**config.mk**
```make
export PLATFORM = sky130hd
export DESIGN_NAME = apb_arbiter
export DESIGN_NICKNAME = d
export VERILOG_FILES = /design/src/rtl/apb_arb_pkg.sv /design/src/rtl/apb_arbiter_rr_pick2.sv /design/src/rtl/apb_arbiter.sv
export SDC_FILE = /design/constraint.sdc
export NUM_CORES = 1
export LEC_CHECK = 0
export ABC_AREA = 0
export BUFFER_PORTS_ARGS = -buffer_cell sky130_fd_sc_hd__buf_2
export CAP_MARGIN = 0
export CELL_PAD_IN_SITES_DETAIL_PLACEMENT = 0
export CELL_PAD_IN_SITES_GLOBAL_PLACEMENT = 1
export CORE_MARGIN = 3
export CORE_UTILIZATION = 32
export CTS_CLUSTER_DIAMETER = 30
export DETAILED_ROUTE_END_ITERATION = 16
export GPL_TIMING_DRIVEN = 0
export HOLD_SLACK_MARGIN = 0.15
export PLACE_DENSITY_LB_ADDON = 0.3
export SLEW_MARGIN = 20
export SYNTH_ARGS = -nofsm -noshare
export SYNTH_HDL_FRONTEND = slang
export SYNTH_SLANG_ARGS = --single-unit
```
**constraint.sdc**
```tcl
create_clock -name PCLK -period 2.6 [get_ports PCLK]
set_clock_uncertainty 0.15 [all_clocks]
set_input_delay 0.52 -clock PCLK [delete_from_list [all_inputs] [get_ports PCLK]]
set_output_delay 0.52 -clock PCLK [all_outputs]
set_load 0.02 [all_outputs]
```
**src/rtl/apb_arb_pkg.sv**
```systemverilog
// Shared definitions for the two-master APB arbiter.
//   state_e      : arbiter FSM states (IDLE -> SETUP -> ACCESS -> IDLE)
//   *_DEF        : default address width, data width and slave timeout
package apb_arb_pkg;

  typedef enum logic [1:0] {
    ST_IDLE   = 2'd0,
    ST_SETUP  = 2'd1,
    ST_ACCESS = 2'd2
  } state_e;

  localparam int ADDR_W_DEF  = 5;
  localparam int DATA_W_DEF  = 8;
  localparam int TIMEOUT_DEF = 15;

endpackage

```
**src/rtl/apb_arbiter_rr_pick2.sv**
```systemverilog
// Two-way round-robin picker with its last-granted pointer.
//   clk_i, rst_ni : clock and asynchronous active-low reset
//   req_i[1:0]    : request from master 1 / master 0
//   update_i      : a grant is being taken this cycle (pointer moves if any request)
//   grant_o       : index of the chosen master (0 or 1)
//   any_o         : at least one request present
module rr_pick2 (
  input  logic       clk_i,
  input  logic       rst_ni,
  input  logic [1:0] req_i,
  input  logic       update_i,
  output logic       grant_o,
  output logic       any_o
);

  logic last_q, last_d;

  always_comb begin
    any_o = |req_i;
    // On a tie the master that was not granted last wins; otherwise the sole requester.
    if (&req_i) grant_o = ~last_q;
    else        grant_o = req_i[1];
    last_d = last_q;
    if (update_i && any_o) last_d = grant_o;
  end

  // Pointer starts at master 1 so master 0 wins the first tie.
  always_ff @(posedge clk_i or negedge rst_ni) begin
    if (!rst_ni) last_q <= 1'b1;
    else         last_q <= last_d;
  end

endmodule

```
**src/rtl/apb_arbiter.sv**
```systemverilog
// Arbiter sharing one APB slave between two APB requesters.
//   PCLK, PRESETn           : clock, asynchronous active-low reset
//   mN_PSEL/PENABLE/PWRITE  : requester N controls (PENABLE is not needed for arbitration)
//   mN_PADDR/PWDATA         : requester N address / write data
//   mN_PRDATA/PREADY/PSLVERR: response to requester N (zero unless N completes)
//   s_PSEL/PENABLE/PWRITE/PADDR/PWDATA : shared slave request
//   s_PRDATA/PREADY         : shared slave response
// A slave stalling TIMEOUT access cycles is cut off and the requester gets PSLVERR.
module apb_arbiter
  import apb_arb_pkg::*;
#(
  parameter int ADDR_W  = ADDR_W_DEF,
  parameter int DATA_W  = DATA_W_DEF,
  parameter int TIMEOUT = TIMEOUT_DEF
) (
  input  logic              PCLK,
  input  logic              PRESETn,
  input  logic              m0_PSEL,
  input  logic              m0_PENABLE,
  input  logic              m0_PWRITE,
  input  logic [ADDR_W-1:0] m0_PADDR,
  input  logic [DATA_W-1:0] m0_PWDATA,
  output logic [DATA_W-1:0] m0_PRDATA,
  output logic              m0_PREADY,
  output logic              m0_PSLVERR,
  input  logic              m1_PSEL,
  input  logic              m1_PENABLE,
  input  logic              m1_PWRITE,
  input  logic [ADDR_W-1:0] m1_PADDR,
  input  logic [DATA_W-1:0] m1_PWDATA,
  output logic [DATA_W-1:0] m1_PRDATA,
  output logic              m1_PREADY,
  output logic              m1_PSLVERR,
  output logic              s_PSEL,
  output logic              s_PENABLE,
  output logic              s_PWRITE,
  output logic [ADDR_W-1:0] s_PADDR,
  output logic [DATA_W-1:0] s_PWDATA,
  input  logic [DATA_W-1:0] s_PRDATA,
  input  logic              s_PREADY
);

  localparam int CNT_W = (TIMEOUT < 1) ? 1 : $clog2(TIMEOUT + 1);

  state_e              state_q, state_d;
  logic                gnt_q, gnt_d;
  logic                drop_q, drop_d;
  logic [CNT_W-1:0]    cnt_q, cnt_d;
  logic [ADDR_W-1:0]   addr_q, addr_d;
  logic [DATA_W-1:0]   wdata_q, wdata_d;
  logic                write_q, write_d;

  logic                pick, any_req, gnt_psel, timed_out;
  logic                rsp_vld, rsp_err;
  logic [DATA_W-1:0]   rsp_data;
  logic                unused_penable;

  // Requester PENABLE carries no information the arbiter needs.
  assign unused_penable = m0_PENABLE ^ m1_PENABLE;

  rr_pick2 u_rr (
    .clk_i    (PCLK),
    .rst_ni   (PRESETn),
    .req_i    ({m1_PSEL, m0_PSEL}),
    .update_i (state_q == ST_IDLE),
    .grant_o  (pick),
    .any_o    (any_req)
  );

  assign gnt_psel  = gnt_q ? m1_PSEL : m0_PSEL;
  assign timed_out = (cnt_q == CNT_W'(TIMEOUT));

  always_comb begin
    state_d   = state_q;
    gnt_d     = gnt_q;
    drop_d    = drop_q;
    cnt_d     = cnt_q;
    addr_d    = addr_q;
    wdata_d   = wdata_q;
    write_d   = write_q;
    s_PSEL    = 1'b0;
    s_PENABLE = 1'b0;
    s_PWRITE  = 1'b0;
    s_PADDR   = '0;
    s_PWDATA  = '0;
    rsp_vld   = 1'b0;
    rsp_err   = 1'b0;
    rsp_data  = '0;
    case (state_q)
      ST_IDLE: begin
        cnt_d  = '0;
        drop_d = 1'b0;
        if (any_req) begin
          gnt_d   = pick;
          addr_d  = pick ? m1_PADDR  : m0_PADDR;
          wdata_d = pick ? m1_PWDATA : m0_PWDATA;
          write_d = pick ? m1_PWRITE : m0_PWRITE;
          state_d = ST_SETUP;
        end
      end
      ST_SETUP: begin
        s_PSEL   = 1'b1;
        s_PWRITE = write_q;
        s_PADDR  = addr_q;
        s_PWDATA = wdata_q;
        // A requester that lets go of PSEL forfeits the response; the slave side carries on.
        if (!gnt_psel) drop_d = 1'b1;
        state_d = ST_ACCESS;
      end
      ST_ACCESS: begin
        s_PWRITE = write_q;
        s_PADDR  = addr_q;
        s_PWDATA = wdata_q;
        if (!gnt_psel) drop_d = 1'b1;
        if (timed_out) begin
          // Forced completion: slave deselected, error returned with zero data.
          rsp_vld = 1'b1;
          rsp_err = 1'b1;
          state_d = ST_IDLE;
        end else begin
          s_PSEL    = 1'b1;
          s_PENABLE = 1'b1;
          if (s_PREADY) begin
            rsp_vld  = 1'b1;
            rsp_data = s_PRDATA;
            state_d  = ST_IDLE;
          end else begin
            cnt_d = cnt_q + 1'b1;
          end
        end
      end
      default: state_d = ST_IDLE;
    endcase
  end

  // Response routing: only the granted requester, and only if it is still selecting.
  always_comb begin
    m0_PREADY  = 1'b0;
    m0_PRDATA  = '0;
    m0_PSLVERR = 1'b0;
    m1_PREADY  = 1'b0;
    m1_PRDATA  = '0;
    m1_PSLVERR = 1'b0;
    if (rsp_vld && !drop_q && gnt_psel) begin
      if (gnt_q) begin
        m1_PREADY  = 1'b1;
        m1_PRDATA  = rsp_data;
        m1_PSLVERR = rsp_err;
      end else begin
        m0_PREADY  = 1'b1;
        m0_PRDATA  = rsp_data;
        m0_PSLVERR = rsp_err;
      end
    end
  end

  always_ff @(posedge PCLK or negedge PRESETn) begin
    if (!PRESETn) begin
      state_q <= ST_IDLE;
      gnt_q   <= 1'b0;
      drop_q  <= 1'b0;
      cnt_q   <= '0;
    end else begin
      state_q <= state_d;
      gnt_q   <= gnt_d;
      drop_q  <= drop_d;
      cnt_q   <= cnt_d;
    end
  end

  // Latched request fields; only observable outside IDLE, after they are loaded.
  always_ff @(posedge PCLK) begin
    addr_q  <= addr_d;
    wdata_q <= wdata_d;
    write_q <= write_d;
  end

endmodule

```
=== Yosys cells after proc, flatten, opt, wreduce, memory -nomap -nowiden ===
Index checks and enable logic that the tools add are counted.

* Eq/ne operators: 8
* Reduce and logical (&&, ||, !) cells: 14
* $add $sub $neg: 1
* Bitwise gates (word level): 1
* Multiplexer cells: 40

{| class="wikitable"
|+ Operator list
! kind !! count
|-
| 8-bit two-way mux || 9
|-
| 1-bit two-way mux || 20
|-
| 5-bit two-way mux || 2
|-
| 4-bit two-way mux || 2
|-
| 2-bit inequality test (second input constant) || 4
|-
| 4-bit case mux with 2 select lines || 1
|-
| 2-bit AND reduction || 4
|-
| 2-bit two-way mux || 3
|-
| 2-bit case mux with 3 select lines || 1
|-
| 4-bit by 1-bit adder with 4-bit output (second input constant) || 1
|-
| 4-bit equality test (second input constant) || 1
|-
| 1-bit case mux with 2 select lines || 2
|-
| 2-bit nonzero test || 2
|-
| 2-bit OR reduction || 2
|-
| 1-bit logical AND || 3
|-
| 3-bit inequality test (second input constant) || 1
|-
| 3-bit AND reduction || 1
|-
| 2-bit by 1-bit equality test with 1-bit output (second input constant) || 1
|-
| 2-bit equality test (second input constant) || 1
|-
| 2-bit logical NOT || 1
|-
| 1-bit logical NOT || 1
|-
| 1-bit NOT || 1
|}

* Bits of input ports: 43
* Output and inout port bits: 36
* Register bits after elaboration: 23
* Word-level logic and storage cells: 72

=== Logic depth before layout (Yosys ltp) ===
Gate-level depths: netlist (run 1).

* Depth after elaboration: 6
* Gate-level depth with buffers: 6
* Mapped depth without buffers: 5

=== Cells and area by module ===
A second synthesis (run 1) with hierarchy kept.

* Cell total of the unflattened synthesis: 129
* Area total of the unflattened synthesis: 1398.8 sq um

{| class="wikitable"
|+ Modules (own cells, without submodules)
! module !! area each (sq um) !! seq. area each (sq um) !! cells each !! times used
|-
| apb_arbiter || 1347.5 || 620.6 || 124 || 1
|-
| rr_pick2 || 51.3 || 26.3 || 5 || 1
|}

=== Worst setup path after synthesis (run 1) ===
Ideal clock, no wire load.

* Path type: reg-to-output
* Start: reg state_q[0]
* End: out m0_PRDATA[0]
* Data arrival time: 1.811 ns
* Setup slack: 0.119 ns
* Required time: 1.930 ns
* Cell stages (with the launch flop): 7
* Path buffers: 2
* Cell sequence: dfrtp_1 -> inv_1 -> ha_1 -> buf_2 -> nand2_1 -> buf_6 -> nor4_1

* Cells in the longest elaborated chain, start to end: 5
* Elaborated cells on any way between the ends: 7
* Those cells by class: eq/ne: 1; mux: 4; reduce/logical: 2

{| class="wikitable"
|+ RTL lines
! item !! line !! RTL
|-
| from (decl) || apb_arbiter.sv:45 || <nowiki>state_e state_q, state_d;</nowiki>
|-
| from (signal assigned) || apb_arbiter.sv:164 || <nowiki>state_q <= state_d;</nowiki>
|-
| 2-bit equality test * || apb_arbiter.sv:89 || <nowiki>case (state_q)</nowiki>
|-
| 1-bit two-way mux || apb_arbiter.sv:89 ||
|-
| 1-bit logical AND (2 in a row) || apb_arbiter.sv:144 || <nowiki>if (rsp_vld && !drop_q && gnt_psel) begin</nowiki>
|-
| 8-bit two-way mux * || apb_arbiter.sv:144 ||
|-
| to (decl) || apb_arbiter.sv:23 || <nowiki>output logic [DATA_W-1:0] m0_PRDATA,</nowiki>
|}

Every way passes the cells marked *; elsewhere a longest branch is shown, timed or not.

=== Worst setup path after layout (run 1) ===
* Start: reg state_q[0]
* End: out m1_PRDATA[4]

* Cells in the longest elaborated chain, start to end: 5
* Elaborated cells on any way between the ends: 7
* Those cells by class: eq/ne: 1; mux: 4; reduce/logical: 2

{| class="wikitable"
|+ RTL lines
! item !! line !! RTL
|-
| 2-bit equality test * || apb_arbiter.sv:89 ||
|-
| 1-bit two-way mux || apb_arbiter.sv:89 ||
|-
| 1-bit logical AND (2 in a row) || apb_arbiter.sv:144 ||
|-
| 8-bit two-way mux * || apb_arbiter.sv:144 ||
|-
| to (decl) || apb_arbiter.sv:31 || <nowiki>output logic [DATA_W-1:0] m1_PRDATA,</nowiki>
|}

Marked as above.

==> impl_metrics.toml, run 1 <==
[critical_path]
cp.depth = 7
r2r_slack_ns = 0.35
crit_buf_inv = 4
crit_chain = "inv_1 > ha_1 > buf_4 > nand2_4 > buf_6 > nor4_1 > buf_2"
crit_end = "m1_PRDATA[4]"
worstSetupStartpointType = "flop"
worst_r2r_endpoint = "addr_q[4]$_DFFE_PP_"
crit_path_max_fanout = 10
cp_slowest_stage_delay_ns = 0.42
worstPathRequired_ns = 1.93
cp-end-kind = "output port"
crit_slowest_cell = "dfrtp_1"
cp.arrival_ns = 1.84
path_delay_family = "buffers and inverters"
critPathLaunch = "state_q[0]$_DFFE_PN0P_"
timing.rr.start = "state_q[0]$_DFFE_PN0P_"
path_class = "reg2out"
r2r_cells = 5

[cts]
path_clk_slew_ns = 0.08
cts_htree_levels = 1
clockBufferDepth = 2
cts_sinks = 23
cts-root-buf = "clkbuf_8"
clk_latency_ns = 0.26
cts_tree = "done"
cts_buffers = 3
post_cts_buffers = 0

[global_routing]
globalRouteOverflowTotal = 0
grt_start_max_net_pins = 16
met3_usage = 0.04241
grtUsageTotal = 0.1499
grt_pass1_vias = 1334
antenna_found_initial = 0
gr-usage-met2 = 0.2582
grt_pass1_wl_um = 6354
gr-max-usage-layer = "met2"
use_met1 = 0.1901

[synthesis]
synth_nets = 185
syn_area_per_cell_um2 = 10.58
synth-seq-area-share = 0.4461
syn_inst = 137
ys_top_cells_by_area = "edfxtp_1, dfrtp_1, mux2_1"
synth-edff-count = 14
synth_most_common_cell = "nor4_1"
synth_area_leader_cell = "edfxtp_1"
synth.top_cells.by_count = "nor4_1, and2_1, mux2_1"
synth_area_mm2 = 0.001450
ys_types = 36
synthFlopType = "edfxtp_1"
ys.warnings.count = 0
synth_top_area_frac = 0.2899
synth_async_sr_flop_share = 0.3913
ys_ff_latch = 23

[job]
maxCapViolations = 0

[floorplan]
die_y_um = 73.32
ios = 79
dieWidth_um = 73.32
fp-row-count = 23
die_area_mm2 = 0.005375
initial_core_util = 0.3475
core_area_mm2 = 0.004173

[route]
avgRoutedWirePerCell_um = 14.27
drt-vias-per-instance = 5.019
num_vias = 1340
drt_iter0_markers = 60
drc = 0
dr.pass1.iters = 4
ant_nets = 0
routed_wl_um = 3811

[power_and_ir_drop]
p_leak_uw = 0.0009120
p_comb_frac = 0.558
net-switching-power_uw = 836.7
netSwitchingFraction = 0.4512
seqPwrFrac = 0.320
cellPowerDensity_mw_per_mm2 = 922.3
power.share.clock = 0.121
vdd_drop_max_mv = 0.5530
p_int_uw = 1018

[placed_design]
placement.io_buffers = 76
pre_cts_slack_ns = 0.2192
placed_cell_area_mm2 = 0.001896
routabilityCongestion = 0.7432
dp_hpwl_um = 2913

[status]
status = "completed"

[sta]
final_hold_viol_count = 0
fin_ws_ns = 0.08849
setup_viol = 0
max_freq_ghz = 0.3982
drv_slew = 0
worstMarginPinSlew_ns = 0.7425
tns_ns = 0
max_slew_margin = 0.5044
rsz0062_at_grt = "true"
period_minus_slack_ns = 2.512
period_share = 0.9660

[finish]
num_antenna_cells = 0
drive_above_1_share = 0.4654
stdcell_area_mm2 = 0.002011
flow.area_growth_from_synthesis_pct = 38.65
nets = 266

[hold_path]
hold_path.class = "in2reg"
==> layout by cell type (no fill, tap or decap), types with 2 or more instances in the layout <==
| cell | count |
|---|---|
| nand2_1 | 10 |
| edfxtp_1 | 14 |
| nor2b_1 | 2 |
| o21ai_1 | 2 |
| buf_6 | 4 |
| nor4_1 | 9 |
| inv_1 | 5 |
| a21oi_1 | 5 |
| mux2_1 | 15 |
| nand3_4 | 2 |
| ha_1 | 4 |
| clkbuf_8 | 3 |
| dfrtp_1 | 8 |
| a31oi_1 | 2 |
| nor2_1 | 2 |
| clkbuf_1 | 4 |
| and2_1 | 15 |
| nor4_2 | 7 |
| nor3_1 | 5 |
| buf_2 | 77 |
==> what timing repair did <==
action / 4_1_cts / 5_1_grt
endpoints found under the setup margin: 10 / 26
hold buffers: 1 / 0
gates resized for setup: 1 / 12
endpoints found under the hold margin: 8 / 0
==> state kept, by name, summed over array words and instances (netlist names) <==
name and count:
wdata_q 8, u_rr.last_q 1, cnt_q 4, addr_q 5, state_q 2, gnt_q 1, drop_q 1, write_q 1
==> layer usage <==
| layer | up-vias | wire [µm] |
|---|---|---|
| met4 | 0 | 29 |
| li1 | 661 | - |
| met3 | 4 | 317 |
| met5 | - | 0 |
| met2 | 50 | 1924 |
| met1 | 625 | 1539 |
==> layout make-up <==
class                   count  area, µm²
fillers                   406       2162
multi-input cells          97      770.7
flip-flops and latches     23      646.9
repair buffers             77      390.4
plain buffers               9      68.82
well taps                  50      62.56
clock buffers               4      45.04
inverters                   7      26.28
==> power by group through the flow <==
stage / Clock [µW] / Sequential [µW] / Combinational, µW
finish: 225 / 594 / 1030
global route: 248 / 609 / 1150
CTS: 232 / 595 / 1030
detailed placement: 0 / 603 / 1030
global placement: 0 / 602 / 1010
floorplan: 0 / 590 / 709
==> worst min path at each step <==
stage | startpoint | endpoint | slack (ns) | cells past startpoint
after floorplan | PRESETn | cnt_q[0]$_DFFE_PN0P_ | 0.07 | 0
after global routing | m0_PSEL | u_rr.last_q$_DFFE_PN1P_ | 0.31 | 2
final | m0_PSEL | u_rr.last_q$_DFFE_PN1P_ | 0.31 | 2
after detailed placement | PRESETn | cnt_q[0]$_DFFE_PN0P_ | 0.24 | 1
after CTS | m0_PSEL | u_rr.last_q$_DFFE_PN1P_ | 0.31 | 2
after global placement | PRESETn | cnt_q[0]$_DFFE_PN0P_ | 0.24 | 1
==> cell families after synthesis <==
logic type                 Yosys count  share of synthesized area
AOI/OAI and AO/OA                   18                    0.08197
xor gates and xnor gates             1                   0.006041
adders and majority gates            5                    0.04314
buffers and inverters               17                    0.06643
DFF                                 23                     0.4461
muxes                               16                     0.1268
and+or+nand+nor                     57                     0.2295
==> through the flow <==
| stage | instances | util | hold WS, ns | total power, µW |
|---|---|---|---|---|
| 2_1_floorplan | 137 | - | 0.07441 | 1298 |
| 3_3_place_gp | 263 | 0.4537 | 0.2417 | 1616 |
| 3_5_place_dp | 263 | 0.4543 | 0.2422 | 1630 |
| 4_1_cts | 268 | 0.4681 | 0.3058 | 1862 |
| 5_1_grt | 267 | 0.4819 | 0.3078 | 2008 |
| 6_report | 267 | 0.4819 | 0.3106 | 1854 |
Power figures use the tool's default switching activity.
==> run 2: changes to the inputs <==
--- a/config.mk
+++ b/config.mk
@@ -8,15 +8,14 @@
 export ABC_AREA = 0
 export BUFFER_PORTS_ARGS = -buffer_cell sky130_fd_sc_hd__buf_2
 export CAP_MARGIN = 0
-export CELL_PAD_IN_SITES_DETAIL_PLACEMENT = 0
-export CELL_PAD_IN_SITES_GLOBAL_PLACEMENT = 1
 export CORE_MARGIN = 3
-export CORE_UTILIZATION = 32
+export CORE_UTILIZATION = 44
 export CTS_CLUSTER_DIAMETER = 30
 export DETAILED_ROUTE_END_ITERATION = 16
 export GPL_TIMING_DRIVEN = 0
 export HOLD_SLACK_MARGIN = 0.15
 export PLACE_DENSITY_LB_ADDON = 0.3
+export SETUP_SLACK_MARGIN = 0.15
 export SLEW_MARGIN = 20
 export SYNTH_ARGS = -nofsm -noshare
 export SYNTH_HDL_FRONTEND = slang
==> impl_metrics.toml, run 2 (synthesized netlist as in run 1, its figures left out) <==
[sta]
max_slew_margin = 0.5159
max_freq_ghz = 0.3998
period_share = 0.9621
period_minus_slack_ns = 2.501
rsz0062_at_grt = "true"
setup_viol = 0
drv_slew = 0
final_hold_viol_count = 0
worstMarginPinSlew_ns = 0.7261

[route]
drt-vias-per-instance = 5.100
drt_iter0_markers = 55
routed_wl_um = 3992
drc = 0
dr.pass1.iters = 4
num_vias = 1377
ant_nets = 0
avgRoutedWirePerCell_um = 14.79

[power_and_ir_drop]
p_leak_uw = 0.001019
vdd_drop_max_mv = 0.6265
power.total_uw = 2057
cellPowerDensity_mw_per_mm2 = 902.4

[cts]
cts_htree_levels = 1
clk_latency_ns = 0.32
clockBufferDepth = 2
cts_tree = "done"
path_clk_slew_ns = 0.13
cts_buffers = 3
cts_sinks = 23
cts-root-buf = "clkbuf_4"

[critical_path]
worstSetupStartpointType = "flop"
cp.arrival_ns = 1.83
crit_slowest_cell = "dfrtp_1"
cp-end-kind = "output port"
cp_slowest_stage_delay_ns = 0.42
worstPathRequired_ns = 1.93
crit_path_max_fanout = 10
crit_buf_inv = 4
path_class = "reg2out"
path_delay_family = "buffers and inverters"
crit_chain = "inv_2 > ha_1 > buf_6 > nand3_4 > buf_8 > nor4_2 > buf_2"

[floorplan]
ios = 79
core_area_mm2 = 0.003103
initial_core_util = 0.4673
die_y_um = 63.41
die_area_mm2 = 0.004021
fp-row-count = 20
dieWidth_um = 63.41

[global_routing]
grt_pass1_vias = 1300
grtUsageTotal = 0.1719
grt_pass1_wl_um = 5664
globalRouteOverflowTotal = 0
antenna_found_initial = 0
grt_start_max_net_pins = 16
met3_usage = 0.03922
gr-max-usage-layer = "met2"
use_met1 = 0.2179
gr-usage-met2 = 0.2999

[placed_design]
placement.io_buffers = 76
dp_hpwl_um = 2577
routabilityCongestion = 0.7215
place_inst = 257

[finish]
largest-register = "wdata_q"
flow.area_growth_from_synthesis_pct = 57.20
nets = 275
final_cell_mix = "buf_2, buf_4, mux2_1, and2_1, edfxtp_1"
largest_reg_flops = 8
reg_top3 = "wdata_q x8, addr_q x5, cnt_q x4"
final_common_cell = "buf_2"
fin_cells = 270
num_antenna_cells = 0
drive_above_1_share = 0.5354

[hold_path]
hold_path.class = "in2reg"

[job]
maxCapViolations = 0

[status]
status = "completed"
[run 2: changes by cell type in the layout (fill, tap and decap cells not counted), moves of 2 or more]
cell	previous run	this run
buf_12	0	2
buf_2	77	66
buf_4	1	18
buf_6	4	2
clkbuf_1	4	2
clkbuf_4	0	4
clkbuf_8	3	0
nor4_1	9	1
nor4_4	0	9
[run 2: final cells by class]
| type | instances | area [µm²] |
|---|---|---|
| inverter | 7 | 26.28 |
| clock buffer | 3 | 22.52 |
| clock inverter | 1 | 7.507 |
| tap | 44 | 55.05 |
| buffer | 10 | 102.6 |
| multi-input combinational | 97 | 923.4 |
| sequential | 23 | 646.9 |
| fill | 238 | 823.3 |
| timing repair buffer | 85 | 495.5 |
[run 2: metal layers]
metal  part of all wire  wire length [µm]
met1               0.40              1602
met5                  0                 0
met3              0.068               271
met4             0.0090                36
met2               0.52              2082
[run 2: worst paths after layout]
kind | start | to | slack (ns) | depth (start not counted)
min in group asynchronous | PRESETn | gnt_q$_DFFE_PN0P_ | 0.41 | 2
min reg2reg | state_q[1]$_DFFE_PN0P_ | state_q[1]$_DFFE_PN0P_ | 0.40 | 1
max reg2reg | state_q[1]$_DFFE_PN0P_ | addr_q[4]$_DFFE_PP_ | 0.52 | 5
max in group asynchronous | PRESETn | u_rr.last_q$_DFFE_PN1P_ | 1.65 | 2
max | state_q[0]$_DFFE_PN0P_ | m0_PRDATA[1] | 0.1 | 7
min | m0_PSEL | u_rr.last_q$_DFFE_PN1P_ | 0.23 | 2
[run 2: timing repair]
item | CTS | global route
setup buffers | 3 | 4
hold buffers | 1 | 0
hold endpoints to repair | 9 | 0
endpoints found under the setup margin | 30 | 40
pin swaps | 0 | 2
gates resized for setup | 10 | 46
cloned | 0 | 1
[run 2: worst reg2reg max path, delay by kind of cell (launching register included)]
kind / cells / cell delay [ns]
adders and majority gates: 1 / 0.14
buffers and inverters: 3 / 0.62
DFF: 1 / 0.42
and+or+nand+nor: 1 / 0.41
[run 2: through the flow]
stage                     utilization  worst slack (ns)  area, µm²  TNS, ns  hold slack, ns
after floorplan                     -            0.1193       1450        0         0.07441
after global placement         0.6077          -0.01476       1886  -0.2014          0.2364
after detailed placement       0.6085            0.1852       1888        0          0.2333
after CTS                      0.6427            0.1535       1994        0          0.2179
after global routing           0.7347           0.04449       2280        0          0.2289
final                          0.7347           0.09854       2280        0          0.2305
[run 2: where the power goes]
part | leakage [µW] | switching (µW) | internal [µW]
sequential | 0.000248 | 55.7 | 538
combinational | 0.000757 | 790 | 501
clock | 0.0000139 | 113 | 58.7
